<file path="config.mk">
export PLATFORM = sky130hd
export DESIGN_NAME = iob_fifo_wr_arbiter
export DESIGN_NICKNAME = d
export VERILOG_FILES = /design/src/rtl/iob_fifo_wr_arbiter.sv
export SDC_FILE = /design/constraint.sdc
export NUM_CORES = 1
export LEC_CHECK = 0
export BUFFER_PORTS_ARGS = -buffer_cell sky130_fd_sc_hd__buf_2
export CORE_MARGIN = 1.5
export CORE_UTILIZATION = 44
export CTS_BUF_LIST = sky130_fd_sc_hd__clkbuf_2 sky130_fd_sc_hd__clkbuf_4 sky130_fd_sc_hd__clkbuf_8
export DETAILED_ROUTE_END_ITERATION = 10
export HOLD_SLACK_MARGIN = 0.06
export PLACE_DENSITY = 0.83
export SETUP_SLACK_MARGIN = 0.3
export SLEW_MARGIN = 30
export SYNTH_ARGS = -nofsm -noshare
export SYNTH_HDL_FRONTEND = slang
export SYNTH_SLANG_ARGS = --single-unit
</file>
<file path="constraint.sdc">
create_clock -name clk_i -period 2.45 [get_ports clk_i]
set_clock_uncertainty 0.1 [all_clocks]
set_input_delay 0.1225 -clock clk_i [delete_from_list [all_inputs] [get_ports clk_i]]
set_output_delay 0.1225 -clock clk_i [all_outputs]
set_load 0.01 [all_outputs]
</file>
<file path="src/rtl/iob_fifo_wr_arbiter.sv">
// iob_fifo_wr_arbiter
// Frame-granular round-robin arbiter sharing the single write port of an
// iob_fifo_async between N requesters. A granted requester owns the port until
// it delivers the beat flagged last. A watchdog frees the port if the owner
// stops offering beats, and a wrapping counter tallies completed frames.
//
// Ports
//   clk_i          FIFO write clock
//   arst_n_i       asynchronous reset, active-low
//   cke_i          clock enable; low freezes state and forces ready/write low
//   rst_i          synchronous clear, active-high, qualified by cke_i
//   req_valid_i    per-requester beat valid                      [N]
//   req_data_i     per-requester data, slice k*DATA_W+:DATA_W    [N*DATA_W]
//   req_last_i     per-requester last-beat flag                  [N]
//   req_ready_o    per-requester beat accept                     [N]
//   fifo_w_en_o    FIFO write enable
//   fifo_w_data_o  FIFO write data                               [DATA_W]
//   fifo_w_full_i  FIFO full
//   fifo_w_level_i FIFO write-side fill level                    [ADDR_W+1]
//   grant_o        one-hot grant, zero while idle                [N]
//   busy_o         high while a frame is being transferred
//   timeout_o      one-cycle pulse when the watchdog drops a grant
//   frames_o       completed-frame count, wraps                  [CNT_W]
module iob_fifo_wr_arbiter #(
  parameter int N        = 2,
  parameter int DATA_W   = 32,
  parameter int ADDR_W   = 4,
  parameter int MIN_FREE = 4,
  parameter int TIMEOUT  = 64,
  parameter int CNT_W    = 16
) (
  input  logic                  clk_i,
  input  logic                  arst_n_i,
  input  logic                  cke_i,
  input  logic                  rst_i,
  input  logic [N-1:0]          req_valid_i,
  input  logic [N*DATA_W-1:0]   req_data_i,
  input  logic [N-1:0]          req_last_i,
  output logic [N-1:0]          req_ready_o,
  output logic                  fifo_w_en_o,
  output logic [DATA_W-1:0]     fifo_w_data_o,
  input  logic                  fifo_w_full_i,
  input  logic [ADDR_W:0]       fifo_w_level_i,
  output logic [N-1:0]          grant_o,
  output logic                  busy_o,
  output logic                  timeout_o,
  output logic [CNT_W-1:0]      frames_o
);

  localparam int IDX_W = (N > 1) ? $clog2(N) : 1;
  localparam int TO_W  = (TIMEOUT > 0) ? $clog2(TIMEOUT + 1) : 1;
  // Highest fill level that still leaves MIN_FREE words for a new frame.
  localparam logic [ADDR_W:0] LVL_MAX = (ADDR_W + 1)'((2 ** ADDR_W) - MIN_FREE);

  typedef enum logic [0:0] {
    ST_IDLE = 1'b0,
    ST_XFER = 1'b1
  } state_e;

  state_e              state_q;
  logic [IDX_W-1:0]    g_q;
  logic [IDX_W-1:0]    p_q;
  logic [TO_W-1:0]     idle_q;
  logic [CNT_W-1:0]    frames_q;
  logic [N-1:0]        grant_q;
  logic                timeout_q;

  logic                space_ok_s;
  logic                pick_found_s;
  logic [IDX_W-1:0]    pick_idx_s;
  logic [IDX_W-1:0]    cand_s;
  logic [IDX_W-1:0]    next_g_s;
  logic [N-1:0]        ready_s;
  logic                accept_s;
  logic [DATA_W-1:0]   data_s;

  function automatic logic [N-1:0] onehot(input logic [IDX_W-1:0] idx);
    logic [N-1:0] v;
    v = '0;
    v[idx] = 1'b1;
    return v;
  endfunction

  assign space_ok_s = (fifo_w_level_i <= LVL_MAX);
  assign next_g_s   = (int'(g_q) == (N - 1)) ? '0 : g_q + IDX_W'(1);

  // Round-robin search: first valid requester starting at the pointer.
  always_comb begin
    pick_found_s = 1'b0;
    pick_idx_s   = '0;
    cand_s       = '0;
    for (int i = 0; i < N; i++) begin
      cand_s = IDX_W'((int'(p_q) + i) % N);
      if (!pick_found_s && req_valid_i[cand_s]) begin
        pick_found_s = 1'b1;
        pick_idx_s   = cand_s;
      end else begin
        pick_found_s = pick_found_s;
      end
    end
  end

  // Ready only for the owner, only while transferring and the FIFO has room.
  always_comb begin
    ready_s = '0;
    if ((state_q == ST_XFER) && cke_i && !rst_i && !fifo_w_full_i) begin
      ready_s[g_q] = 1'b1;
    end else begin
      ready_s = '0;
    end
  end

  assign accept_s = |(ready_s & req_valid_i);

  // Write data follows the current grant index with no added latency.
  always_comb begin
    data_s = '0;
    for (int k = 0; k < N; k++) begin
      if (g_q == IDX_W'(k)) begin
        data_s = req_data_i[k*DATA_W +: DATA_W];
      end else begin
        data_s = data_s;
      end
    end
  end

  // Arbitration FSM with watchdog, frame counter and registered status.
  always_ff @(posedge clk_i or negedge arst_n_i) begin
    if (!arst_n_i) begin
      state_q   <= ST_IDLE;
      g_q       <= '0;
      p_q       <= '0;
      idle_q    <= '0;
      frames_q  <= '0;
      grant_q   <= '0;
      timeout_q <= 1'b0;
    end else if (cke_i) begin
      if (rst_i) begin
        state_q   <= ST_IDLE;
        g_q       <= '0;
        p_q       <= '0;
        idle_q    <= '0;
        frames_q  <= '0;
        grant_q   <= '0;
        timeout_q <= 1'b0;
      end else begin
        timeout_q <= 1'b0;
        case (state_q)
          ST_IDLE: begin
            if (pick_found_s && space_ok_s) begin
              state_q <= ST_XFER;
              g_q     <= pick_idx_s;
              grant_q <= onehot(pick_idx_s);
              idle_q  <= '0;
            end
          end
          ST_XFER: begin
            if (accept_s) begin
              idle_q <= '0;
              if (req_last_i[g_q]) begin
                frames_q <= frames_q + CNT_W'(1);
                p_q      <= next_g_s;
                state_q  <= ST_IDLE;
                grant_q  <= '0;
              end
            end else if ((TIMEOUT > 0) && (idle_q == TO_W'(TIMEOUT - 1))) begin
              // This is the TIMEOUT-th consecutive cycle without a beat.
              timeout_q <= 1'b1;
              p_q       <= next_g_s;
              state_q   <= ST_IDLE;
              grant_q   <= '0;
              idle_q    <= '0;
            end else if (TIMEOUT > 0) begin
              idle_q <= idle_q + TO_W'(1);
            end
          end
          default: begin
            state_q <= ST_IDLE;
            grant_q <= '0;
          end
        endcase
      end
    end
  end

  assign req_ready_o   = ready_s;
  assign fifo_w_en_o   = accept_s;
  assign fifo_w_data_o = data_s;
  assign grant_o       = grant_q;
  assign busy_o        = (state_q == ST_XFER);
  assign timeout_o     = timeout_q;
  assign frames_o      = frames_q;

endmodule

</file>
---- Yosys cells after proc, flatten, opt, wreduce, memory -nomap -nowiden ----
Index checks and enable logic that the tools add are counted.
W data, S select, Z words.
storage, ports and cells
  bits in registers ....................... 29
  latch bits .............................. 0
  RAM bits ................................ 0
  bits in read-only memories .............. 0
  output and inout bits ................... 55
  word-level logic and storage cells ...... 97
  memories kept ........................... 0
cells by class
  add/subtract/negate cells ............... 4
  multiply operators ...................... 0
  divide/modulo/power cells ............... 0
  magnitude comparators ................... 7
  eq/ne operators ......................... 6
  shifts and indexed selects .............. 0
  muxes and demuxes ....................... 50
  bitwise operators ....................... 2
  reductions and logical operators ........ 21
operator list
  operator                 number
  $mux W16                 4
  $mux W32                 1
  $mux W1                  30
  $mux W7                  4
  $add A16 B1 Y16 const B  1
  $pmux W7 S2              1
  $mux W2                  6
  $reduce_and A4 Y1        3
  $lt A1 B2 Y1 const B     4
  $ne A4 B3 Y1 const B     2
  $reduce_bool A2 Y1       4
  $add A7 B1 Y7 const B    1
  $eq A7 B6 Y1 const B     1
  $logic_and A1 B1 Y1      7
  $le A5 B4 Y1 const B     1
  $pmux W2 S2              1
  $logic_not A1 Y1         3
  $ne A3 B2 Y1 const B     1
  $ne A3 B3 Y1 const B     1
  $reduce_and A3 Y1        1
  $reduce_bool A3 Y1       1
  $add A1 B1 Y1 const B    2
  $and A2 B2 Y2            1
  $demux W1 S1             2
  other kinds (6)          7

---- Logic depth before layout (Yosys ltp) ----
Gate-level depths: netlist (run 1).
  depth after elaboration ................. 13
  gate-level depth with buffers ........... 7
  gate-level depth less buffers ........... 5

---- Least setup slack after synthesis (run 1) ----
No wires, ideal clock.
  path kind ............................... register to register
  start ................................... register state_q (netlist: busy_o)
  end ..................................... register frames_q[12] (netlist: frames_o[12])
  arrival ................................. 1.917 ns
  required time ........................... 2.272 ns
  slack ................................... 0.355 ns
  stages on the path, launching flop included .. 6
  cells stage by stage .................... dfrtp_1 > nand4bb_2 > o41a_1 > buf_2 > or4_1 > a21oi_1
between the ends
  longest elaborated chain between the ends .. 8
ends and longest elaborated chain
  item                               RTL line  source
  start: declaration                 60        state_e state_q;
  start signal: assignment           130       state_q <= ST_IDLE;
  start signal: assignment           139       state_q <= ST_IDLE;
  start signal: assignment           151       state_q <= ST_XFER;
  $logic_and A1 B1 Y1 (3 in series)  106       if ((state_q == ST_XFER) && cke_i && !rst_i && !fifo_w_full_i) begin
  $mux W2                            106
  $and A2 B2 Y2                      113       assign accept_s = |(ready_s & req_valid_i);
  $reduce_or A2 Y1                   113
  $reduce_bool A2 Y1 (no line)       --
  $reduce_and A4 Y1 (no line) (*)    --
  end signal: assignment             161       frames_q <= frames_q + CNT_W'(1);
  end: declaration                   64        logic [CNT_W-1:0] frames_q;
Every way passes the cells marked *; elsewhere a longest branch is shown, timed or not.
A chain may end at the register's enable or synchronous reset.

---- Final worst setup path (run 1) ----
  start ................................... register g_q
  end ..................................... register frames_q[11] (netlist: frames_o[11])
between the ends
  longest elaborated chain between the ends .. 9
ends and longest elaborated chain
  item                                                                RTL line  source
  start: declaration                                                  61        logic [IDX_W-1:0] g_q;
  start signal: assignment                                            152       g_q <= pick_idx_s;
  $lt A1 B2 Y1 (implied by the code) or $ge A1 B1 Y1 (tied branches)  107       ready_s[g_q] = 1'b1;
  $logic_and A1 B1 Y1 (implied by the code)                           107
  $mux W1 (implied by the code)                                       107
  $demux W1 S1                                                        107
  $mux W2                                                             106
  $and A2 B2 Y2                                                       113
  $reduce_or A2 Y1                                                    113
  $reduce_bool A2 Y1 (no line)                                        --
  $reduce_and A4 Y1 (no line) (*)                                     --
Every way passes the cells marked *; elsewhere a longest branch is shown, timed or not. The select of a mux whose other input is x is not followed.

==> results.yml, run 1 <==
run_status:
  status: "finished clean"
clocking:
  cts_max_path_buffers: 2
  clockRootBuffer: "clkbuf_8"
  cts_sinks: 29
  tritoncts: "done"
  cts.clk_slew.worst_paths_ns: 0.07
  cts-buffers-inserted: 5
  htreeDepth: 2
  post-cts-setup-buffer-count: 0
  clk_latency_ns: 0.29
sta:
  hold-worst-slack_ns: 0.112
  post_layout_min_period_ns: 2.08
  aggregate_negative_setup_slack_ns: 0
  max_freq_ghz: 0.481
  share_of_the_cycle_needed_by_the_critical_path_after_routing_pct: 84.9
  maxSlewHeadroom_pct: 56.6
  final_hold_viol_count: 0
  unrepaired_setup_endpoints_after_global_routing: "true"
  setup_viol: 0
  tightestPinTransition_ns: 0.651
  slew_viol_final: 0
routing:
  ant_nets: 0
  route.detailed.vias_per_inst: 5.72
  first_iter_violations: 145
  drtPass1Iterations: 4
  detailroute.via_count: 2346
  drt_wl_total_mm: 6.60
  route.detailed.wl_per_inst_um: 16.1
  route.detailed.drc: 0
floorplanning:
  fp.dieW_um: 71.0
  die_area_sq_um: 5040
  chipHeight_um: 71.0
  placementRows: 24
  floorplan.core_area_sq_um: 4410
  initial_utilization_pct: 46.1
  pin_count: 133
logic_synthesis:
  synth_area_per_cell_sq_um: 9.30
  synthArstFlopShare_pct: 100
  synth.top_cell.area_share_pct: 35.6
  synth.ff_latch_count: 29
  ys.warnings.count: 0
  synth-edff-count: 0
  synth-seq-area-share_pct: 35.6
  syn_nets: 299
  synth.distinct_cells: 46
  largest_cells_by_area_after_synthesis: "dfrtp_1 36%, mux2_2 18%, a21oi_1 3.4%"
  netlist.top_cell.by_area: "dfrtp_1"
  synthesis.area_sq_um: 2040
  synth_cells: 219
  ys.flop_type: "dfrtp_1"
min_path:
  worstHoldPathType: "in2reg"
global_routing:
  globalRouteOverflowTotal: 0
  first_global_vias: 2190
  grt_antenna_before_repair: 1
  overall_routing_resource_usage_pct: 24.7
  grt_pass1_wl_mm: 9.98
  grt_start_max_net_pins: 34
worst_setup_path:
  worst-endpoint-arrival_ns: 2.20
  critPathLaunchType: "flop"
  crit_path_max_fanout: 7
  timing.critical_path.required_ns: 2.57
  end_kind: "flop"
  worst-setup-path-type: "reg2reg"
pwr:
  power_density_nw_per_um2: 542
  power.leakage_nw: 1.44
  max-vdd-ir-drop_uv: 502
placed_design:
  gp_routability_congestion: 0.929
  placement.io_buffers: 132
  place.detailed.hpwl_mm: 4.83
final_layout:
  final.fill_count: 378
  num-nets-final: 436
  drive_gt1_share_pct: 52.7
  area_delta_synth_final_pct: 44.4
job:
  max_cap_violations: 0
worst paths after layout:
path,slack (ns),endpoint,startpoint,depth (start not counted)
setup / recovery,0.37,frames_o[11],g_q,4
hold / removal,0.11,timeout_o,cke_i,3
setup reg to reg,0.37,frames_o[11],g_q,4
hold reg to reg,0.40,timeout_o,timeout_o,1
max in group asynchronous,1.50,busy_o,arst_n_i,2
min in group asynchronous,0.29,frames_o[11],arst_n_i,2
metrics by stage:
step	cells	worst slack [ns]	area, sq um	power, mW	util (%)
2_1_floorplan	219	0.355	2040	0.851	-
3_3_place_gp	397	0.265	2760	1.04	62.4
3_5_place_dp	397	0.173	2760	1.05	62.4
4_1_cts	407	0.302	2910	1.58	65.8
5_1_grt	410	0.282	2940	1.67	66.6
6_report	410	0.370	2940	1.59	66.6
per-layer routing:
layer,global-route usage [%],wire length (um)
met5,0,0
met3,4.27,452
met1,31.0,2650
met2,43.0,3370
met4,8.18,129
state kept, by name, indices dropped and copies added (netlist names):
register / flops
idle_q: 7
grant_o: 2
timeout_o: 1
frames_o: 16
p_q: 1
busy_o: 1
g_q: 1
Yosys cell counts, drive strengths merged (2+ instances only):
cell type,n
nor3,6
or3,8
clkbuf,8
mux2i,3
and3,2
or2,2
a211o,3
mux2,33
nand3,7
or4,7
and2,3
a21oi,14
dfrtp,29
a21o,3
nand2,16
nand2b,4
nand4,5
o21ai,11
inv,8
buf,4
nor4,4
o211ai,2
ha,2
o31ai,7
o22ai,2
a311oi,2
nor2,7
o221ai,2
where the power goes:
part           internal [mW]  total (mW)  switching [mW]
clock network          0.330       0.526           0.196
logic                  0.261       0.519           0.258
registers              0.510       0.547          0.0378
total                   1.10        1.59           0.492
placed cells by master (no fill, tap or decap), drive strengths merged, types with 6 or more instances in the layout:
cell and n:
buf 138, o31ai 7, nor3 6, dfrtp 29
nand2 16, inv 8, mux2 33, o21ai 11
or4 7, clkbuf 6, a21oi 14, nand3 7
or3 8, nor2 7
final cells by class:
cell class | instances | area (sq um) | area share [%]
Timing Repair Buffer | 140 | 726 | 24.7
Multi-Input combinational cell | 172 | 1270 | 43.2
Tap cell | 52 | 65.1 | 2.21
Clock inverter | 2 | 37.5 | 1.28
Inverter | 8 | 30.0 | 1.02
Sequential cell | 29 | 727 | 24.7
Clock buffer | 6 | 82.6 | 2.81
Antenna cell | 1 | 2.50 | 0.0851
kinds of logic (layout without fill, tap and decap cells):
family | after synthesis | count (layout) | share of synthesized area, %
adder cells (fa/ha/maj) | 2 | 2 | 1.23
AND/OR/NAND/NOR | 76 | 76 | 21.0
multiplexers | 36 | 36 | 19.7
buffers and inverters | 20 | 156 | 3.93
other | 0 | 1 | 0
AO/OA/AOI/OAI | 56 | 58 | 18.4
flip-flops | 29 | 29 | 35.6
worst max-delay path: stages, from the launching register on:
cell and delay [ns]:
dfrtp_1 0.44, mux2i_2 0.23, o41a_4 0.53, or4_1 0.55, a21oi_1 0.16
repair_timing:
| item | CTS | global route |
|---|---|---|
| pin swaps | 0 | 1 |
| hold buffers | 2 | 0 |
| hold endpoints to repair | 30 | 0 |
| endpoints found under the setup margin | 9 | 9 |
| resized for setup | 2 | 2 |
| cloned | 0 | 2 |
(Power assumes the default switching activity.)
==> inputs of run 2 (changes only) <==
Settings changed: CORE_UTILIZATION 44 to 39, PLACE_DENSITY 0.83 to 0.78.
Clock period 2.45 ns to 1.7 ns, I/O delays scaled along.
==> run 2 against run 1 <==
Compared with the run above: the run now ends with setup timing left; count of clock-buffer cells in the layout rose by 1; critical path type unchanged; largest power group is now combinational cells; highest routed layer unchanged; critical endpoint is now frames_o[15]; sequential share of layout area shrank 5.4 points; non-clock buffer count grew 48; final cell count up 15%; via count rose by 7.8%; die area up 12%; clock power up 49%; sequential power up 41%; core utilization grew 7.7 points; flip-flop and latch count is the same; combinational power rose by 130%.
==> results.yml, run 2 (same netlist as run 1, synthesis figures left out) <==
routing:
  route.detailed.wl_per_inst_um: 15.7
  ant_nets: 0
  detailroute.via_count: 2530
  route.detailed.vias_per_inst: 5.35
  route.detailed.drc: 0
  drt_wl_total_mm: 7.40
  first_iter_violations: 129
  drtPass1Iterations: 4
job:
  max_cap_violations: 0
sta:
  max_freq_ghz: 0.503
  share_of_the_cycle_needed_by_the_critical_path_after_routing_pct: 117
  tightestPinTransition_ns: 0.674
  hold-worst-slack_ns: 0.118
  unrepaired_setup_endpoints_after_global_routing: "true"
  setup_viol: 51
  final_hold_viol_count: 0
  slew_viol_final: 0
  final_critical_path_setup_slack_ns: -0.287
  aggregate_negative_setup_slack_ns: -4.52
  post_layout_min_period_ns: 1.99
  maxSlewHeadroom_pct: 55.1
worst_setup_path:
  crit_path_max_fanout: 15
  crit_path_end: "frames_o[15]"
  worst-setup-path-type: "reg2reg"
  critical_path.startpoint: "g_q"
  worstReg2RegStart: "g_q"
  crit-reg2reg-capture: "frames_o[15]"
  timing.critical_path.required_ns: 1.82
  ff2ff_path_depth: 6
  worst-endpoint-arrival_ns: 2.11
  end_kind: "flop"
  critPathLaunchType: "flop"
  worst-r2r-setup-slack_ns: -0.29
pwr:
  max-vdd-ir-drop_uv: 592
  power.leakage_nw: 1.80
  power_density_nw_per_um2: 729
final_layout:
  area_delta_synth_final_pct: 85.1
  largest_register_ff_count: 16
  n_antenna_cell: 0
  most-common-layout-cells: "114 x buf_2, 38 x buf_4, 31 x mux2_2, 27 x buf_6, 27 x dfrtp_1"
  num-nets-final: 482
  drive_gt1_share_pct: 65.5
  finalNonFillerCells: 473
  layout.cells.most_common: "buf_2"
  final.fill_count: 382
run_status:
  status: "complete, but fails checks"
  failed_checks: "setup timing"
clocking:
  cts_sinks: 29
  htreeDepth: 2
  clockRootBuffer: "clkbuf_8"
  tritoncts: "done"
  cts-buffers-inserted: 5
  cts_max_path_buffers: 2
  cts.clk_slew.worst_paths_ns: 0.07
  clk_latency_ns: 0.29
placed_design:
  place.detailed.instances: 446
  place.detailed.hpwl_mm: 4.82
  placement.io_buffers: 132
  preCtsSetupSlack_ns: -0.285
  gp_routability_congestion: 0.922
min_path:
  worstHoldPathType: "in2reg"
  hold_start: "rst_i"
global_routing:
  globalRouteOverflowTotal: 0
  first_global_vias: 2221
  grt_antenna_before_repair: 0
  overall_routing_resource_usage_pct: 23.3
  grt_start_max_net_pins: 30
  grt_pass1_wl_mm: 10.0
floorplanning:
  chipHeight_um: 75.2
  floorplan.core_area_sq_um: 5070
  fp.dieW_um: 75.2
  initial_utilization_pct: 40.1
  placementRows: 26
  pin_count: 133
  die_area_sq_um: 5660
[run 2: metal layers]
layer	vias up	track usage, %	wire length, um
li1	1207	-	-
met2	84	36.8	3870
met3	7	4.28	333
met1	1232	32.9	3140
met5	-	0	0
met4	0	6.35	63
[run 2: worst max-delay path, stage by stage, from the launching register on]
cell and delay (ns):
dfrtp_2 0.44, mux2i_2 0.17, o41a_1 0.43, buf_12 0.17
buf_4 0.13, nor4b_4 0.28, mux2i_1 0.21
[run 2: worst min path at each step]
stage | endpoint | slack [ns] | depth (start not counted)
detailed placement | frames_o[13] | 0.05 | 1
floorplan | busy_o | -0.31 | 0
finish | g_q | 0.12 | 3
global route | g_q | 0.13 | 3
global placement | frames_o[12] | 0.04 | 1
CTS | g_q | 0.09 | 3
[run 2: cell type report]
class,instances,area (sq um),share of cell area [%]
repair buffers,188,1350,35.7
clock inverters,1,30.0,0.797
clock buffers,7,90.1,2.39
flip-flops and latches,29,728,19.3
inverters,8,32.5,0.864
well taps,70,87.6,2.32
multi-input cells,170,1450,38.6
[run 2: metrics by stage]
stage                     util, %  instance area [sq um]  total power [mW]
after floorplan                 -                   2100              1.24
after global placement       60.4                   3070              1.60
after detailed placement     60.4                   3070              1.62
after CTS                    68.1                   3450              2.54
after global routing         74.2                   3770              2.87
final                        74.2                   3770              2.75
[run 2: what timing repair did]
| action | CTS | global route |
|---|---|---|
| setup buffers | 6 | 7 |
| pin swaps | 10 | 8 |
| hold buffers | 1 | 0 |
| setup endpoints to repair | 64 | 64 |
| gates resized for setup | 34 | 45 |
| cloned | 3 | 2 |
| endpoints found under the hold margin | 29 | 0 |
[run 2: power by group]
part	internal [mW]	total, mW	switching, mW
logic	0.681	1.19	0.510
registers	0.735	0.774	0.0386
clock network	0.494	0.783	0.289
==> inputs of run 3 (changes only) <==
Settings changed: ABC_AREA from default to 1, CORE_UTILIZATION 39 to 46, PLACE_DENSITY 0.78 to 0.83, RECOVER_POWER from default to 50.
Clock period 1.7 ns to 2.2 ns, I/O delays scaled along.
==> run 3 against run 2 <==
Compared with the run above: the flow now finishes without violations; clock power is 37% lower; highest routed layer unchanged; critical path depth is 6 higher; cell area is 17% lower; count of clock-buffer cells in the layout stayed put; largest power group is now registers; area after synthesis is 13% higher.
==> results.yml, run 3 <==
floorplanning:
  placementRows: 25
  die_area_sq_um: 5450
  pin_count: 133
  initial_utilization_pct: 48.2
  fp.dieW_um: 73.8
  chipHeight_um: 73.8
  floorplan.core_area_sq_um: 4790
logic_synthesis:
  largest_cells_by_area_after_synthesis: "dfrtp_1 31%, nand2_1 29%, nor2_1 5.0%"
  synth_cells: 361
  synth.ff_latch_count: 29
  ys.warnings.count: 0
  ys.flop_type: "dfrtp_1"
  netlist.top_cell.by_area: "dfrtp_1"
  synth_top_cells_by_count: "176 x nand2_1, 31 x nor2_1, 29 x dfrtp_1"
  synth_area_per_cell_sq_um: 6.39
  synthesis.area_sq_um: 2310
  synth.top_cell.area_share_pct: 31.4
  synth.distinct_cells: 29
  synth-edff-count: 0
  synth_most_common_cell: "nand2_1"
  synth-seq-area-share_pct: 31.4
  synthArstFlopShare_pct: 100
  syn_nets: 441
final_layout:
  drive_gt1_share_pct: 29.8
  most-common-layout-cells: "176 x nand2_1, 109 x buf_2, 31 x nor2_1, 29 x dfrtp_1, 25 x inv_1"
  largest_register_ff_count: 16
  num-nets-final: 573
  area_delta_synth_final_pct: 34.9
  postLayoutCoreUtil_pct: 65.0
  layout.cells.most_common: "nand2_1"
clocking:
  post-cts-setup-buffer-count: 0
  tritoncts: "done"
  cts-buffers-inserted: 5
  cts_max_path_buffers: 2
  cts_sinks: 29
  clockRootBuffer: "clkbuf_8"
  htreeDepth: 2
  clk_latency_ns: 0.29
  cts.clk_slew.worst_paths_ns: 0.07
routing:
  route.detailed.drc: 0
  route.detailed.wl_per_inst_um: 12.4
  drt_wl_total_mm: 6.99
  drtPass1Iterations: 4
  route.detailed.vias_per_inst: 4.87
  detailroute.via_count: 2738
  first_iter_violations: 189
  ant_nets: 0
worst_setup_path:
  slowest_stage: "dlygate4sd3_1"
  slowest_delay_ns: 0.53
  worst-setup-path-type: "in2reg"
  critPathLaunchType: "primary input"
  crit_path_max_fanout: 18
  end_kind: "flop"
  timing.critical_path.required_ns: 2.28
  crit_path_cell_chain: "dlygate4sd3_1 > buf_2 > nand2_2 > nor2_8 > nand4_4 > nand2_4 > nand2_4 > nand2_4 > nand2_8 > buf_6 > nand2_1 > o21ai_2"
  worst-endpoint-arrival_ns: 1.85
  timing.critical_path.max_delay_family: "buffers and inverters"
  worst_path_most_repeated_cell: "nand2_4"
  crit_buf_inv: 3
sta:
  post_layout_min_period_ns: 1.77
  final_critical_path_setup_slack_ns: 0.431
  unrepaired_setup_endpoints_after_global_routing: "false"
  tightestPinTransition_ns: 0.654
  hold-worst-slack_ns: 0.0716
  aggregate_negative_setup_slack_ns: 0
  setup_viol: 0
  final_hold_viol_count: 0
  max_freq_ghz: 0.565
  share_of_the_cycle_needed_by_the_critical_path_after_routing_pct: 80.4
  maxSlewHeadroom_pct: 56.4
  slew_viol_final: 0
global_routing:
  first_global_vias: 2599
  globalRouteOverflowTotal: 0
  grt_pass1_wl_mm: 11.4
  grt_antenna_before_repair: 1
  grt_start_max_net_pins: 35
  overall_routing_resource_usage_pct: 27.0
pwr:
  power_frac_seq_pct: 36.8
  max-vdd-ir-drop_uv: 288
  power.internal_mw: 1.06
  proportion_of_total_power_due_to_net_switching_pct: 35.3
  power_density_nw_per_um2: 526
  power_switching_mw: 0.578
  clkPwrFrac_pct: 30.3
  power.leakage_nw: 1.71
  total_power_mw: 1.64
  power.combinational.fraction_pct: 32.9
job:
  max_cap_violations: 0
placed_design:
  place.detailed.hpwl_mm: 5.52
  preCtsSetupSlack_ns: 0.402
  placement.io_buffers: 132
  gp_routability_congestion: 0.880
run_status:
  status: "finished clean"
min_path:
  worstHoldPathType: "in2reg"
## run 3: changes by cell type after synthesis, sizes merged, moves of 5 or more
cell and change:
a21oi -12, inv +18, mux2 -33, nand2 +169, nand3 +16, nand4 +5
nor2 +25, o21ai +6, o31ai -7, or3 -8, or4 -7, xor2 +6
## run 3: metal layers
layer,global-route usage (%),routed length (um),part of all wire [%],up-vias
li1,-,-,-,1387
met1,30.8,2770,40,1213
met2,47.3,3570,51,116
met3,6.17,417,6.0,22
met4,12.8,238,3.4,0
met5,0,0,0,-
## run 3: final cells by class
class | count | area, sq um
Inverter | 27 | 108
Sequential cell | 29 | 726
Multi-Input combinational cell | 292 | 1400
Clock buffer | 7 | 96.3
Tap cell | 67 | 83.8
Timing Repair Buffer | 138 | 688
Antenna cell | 1 | 2.50
Clock inverter | 1 | 5.00
Fill cell | 463 | 1670
## run 3: timing repair
action                     in CTS  in global routing
resized for setup               0                  5
setup endpoints to repair       0                 12
hold endpoints to repair       30                  0
hold buffers                    3                  0
## run 3: worst reg2reg max path: stages, from the launching register on
cell	delay, ns
dfrtp_1	0.40
buf_4	0.33
nand2_1	0.08
nand2_1	0.14
nand2_4	0.07
nand2_4	0.08
nand2_8	0.12
buf_6	0.18
nand2_1	0.09
o21ai_2	0.06
## run 3: power groups by stage
stage / logic [mW] / clock network, mW / registers, mW
finish: 0.539 / 0.496 / 0.602
global route: 0.612 / 0.521 / 0.608
CTS: 0.549 / 0.499 / 0.600
detailed placement: 0.540 / 0 / 0.610
global placement: 0.535 / 0 / 0.607
floorplan: 0.304 / 0 / 0.614
## run 3: stage by stage
stage	instance area, sq um	cells
2_1_floorplan	2310	361
3_3_place_gp	2980	550
3_5_place_dp	2980	550
4_1_cts	3120	561
5_1_grt	3110	562
6_report	3110	562
## run 3: cell families after synthesis
family,synth area share (%)
adders and majority gates,1.08
DFF,31.4
buffers and inverters,8.35
AOI/OAI and AO/OA,7.37
xor gates and xnor gates,3.04
and+or+nand+nor,48.7
## run 3: path summary, 6_finish.rpt
check | from | endpoint | slack [ns] | cells past startpoint
worst max register to register | g_q | frames_o[2] | 0.44 | 9
worst min register to register | grant_o[0] | grant_o[0] | 0.38 | 2
worst max-delay path | cke_i | frames_o[2] | 0.43 | 12
max in group asynchronous | arst_n_i | idle_q[2] | 1.28 | 2
worst min-delay path | fifo_w_level_i[0] | busy_o | 0.07 | 4
min in group asynchronous | arst_n_i | frames_o[8] | 0.29 | 2
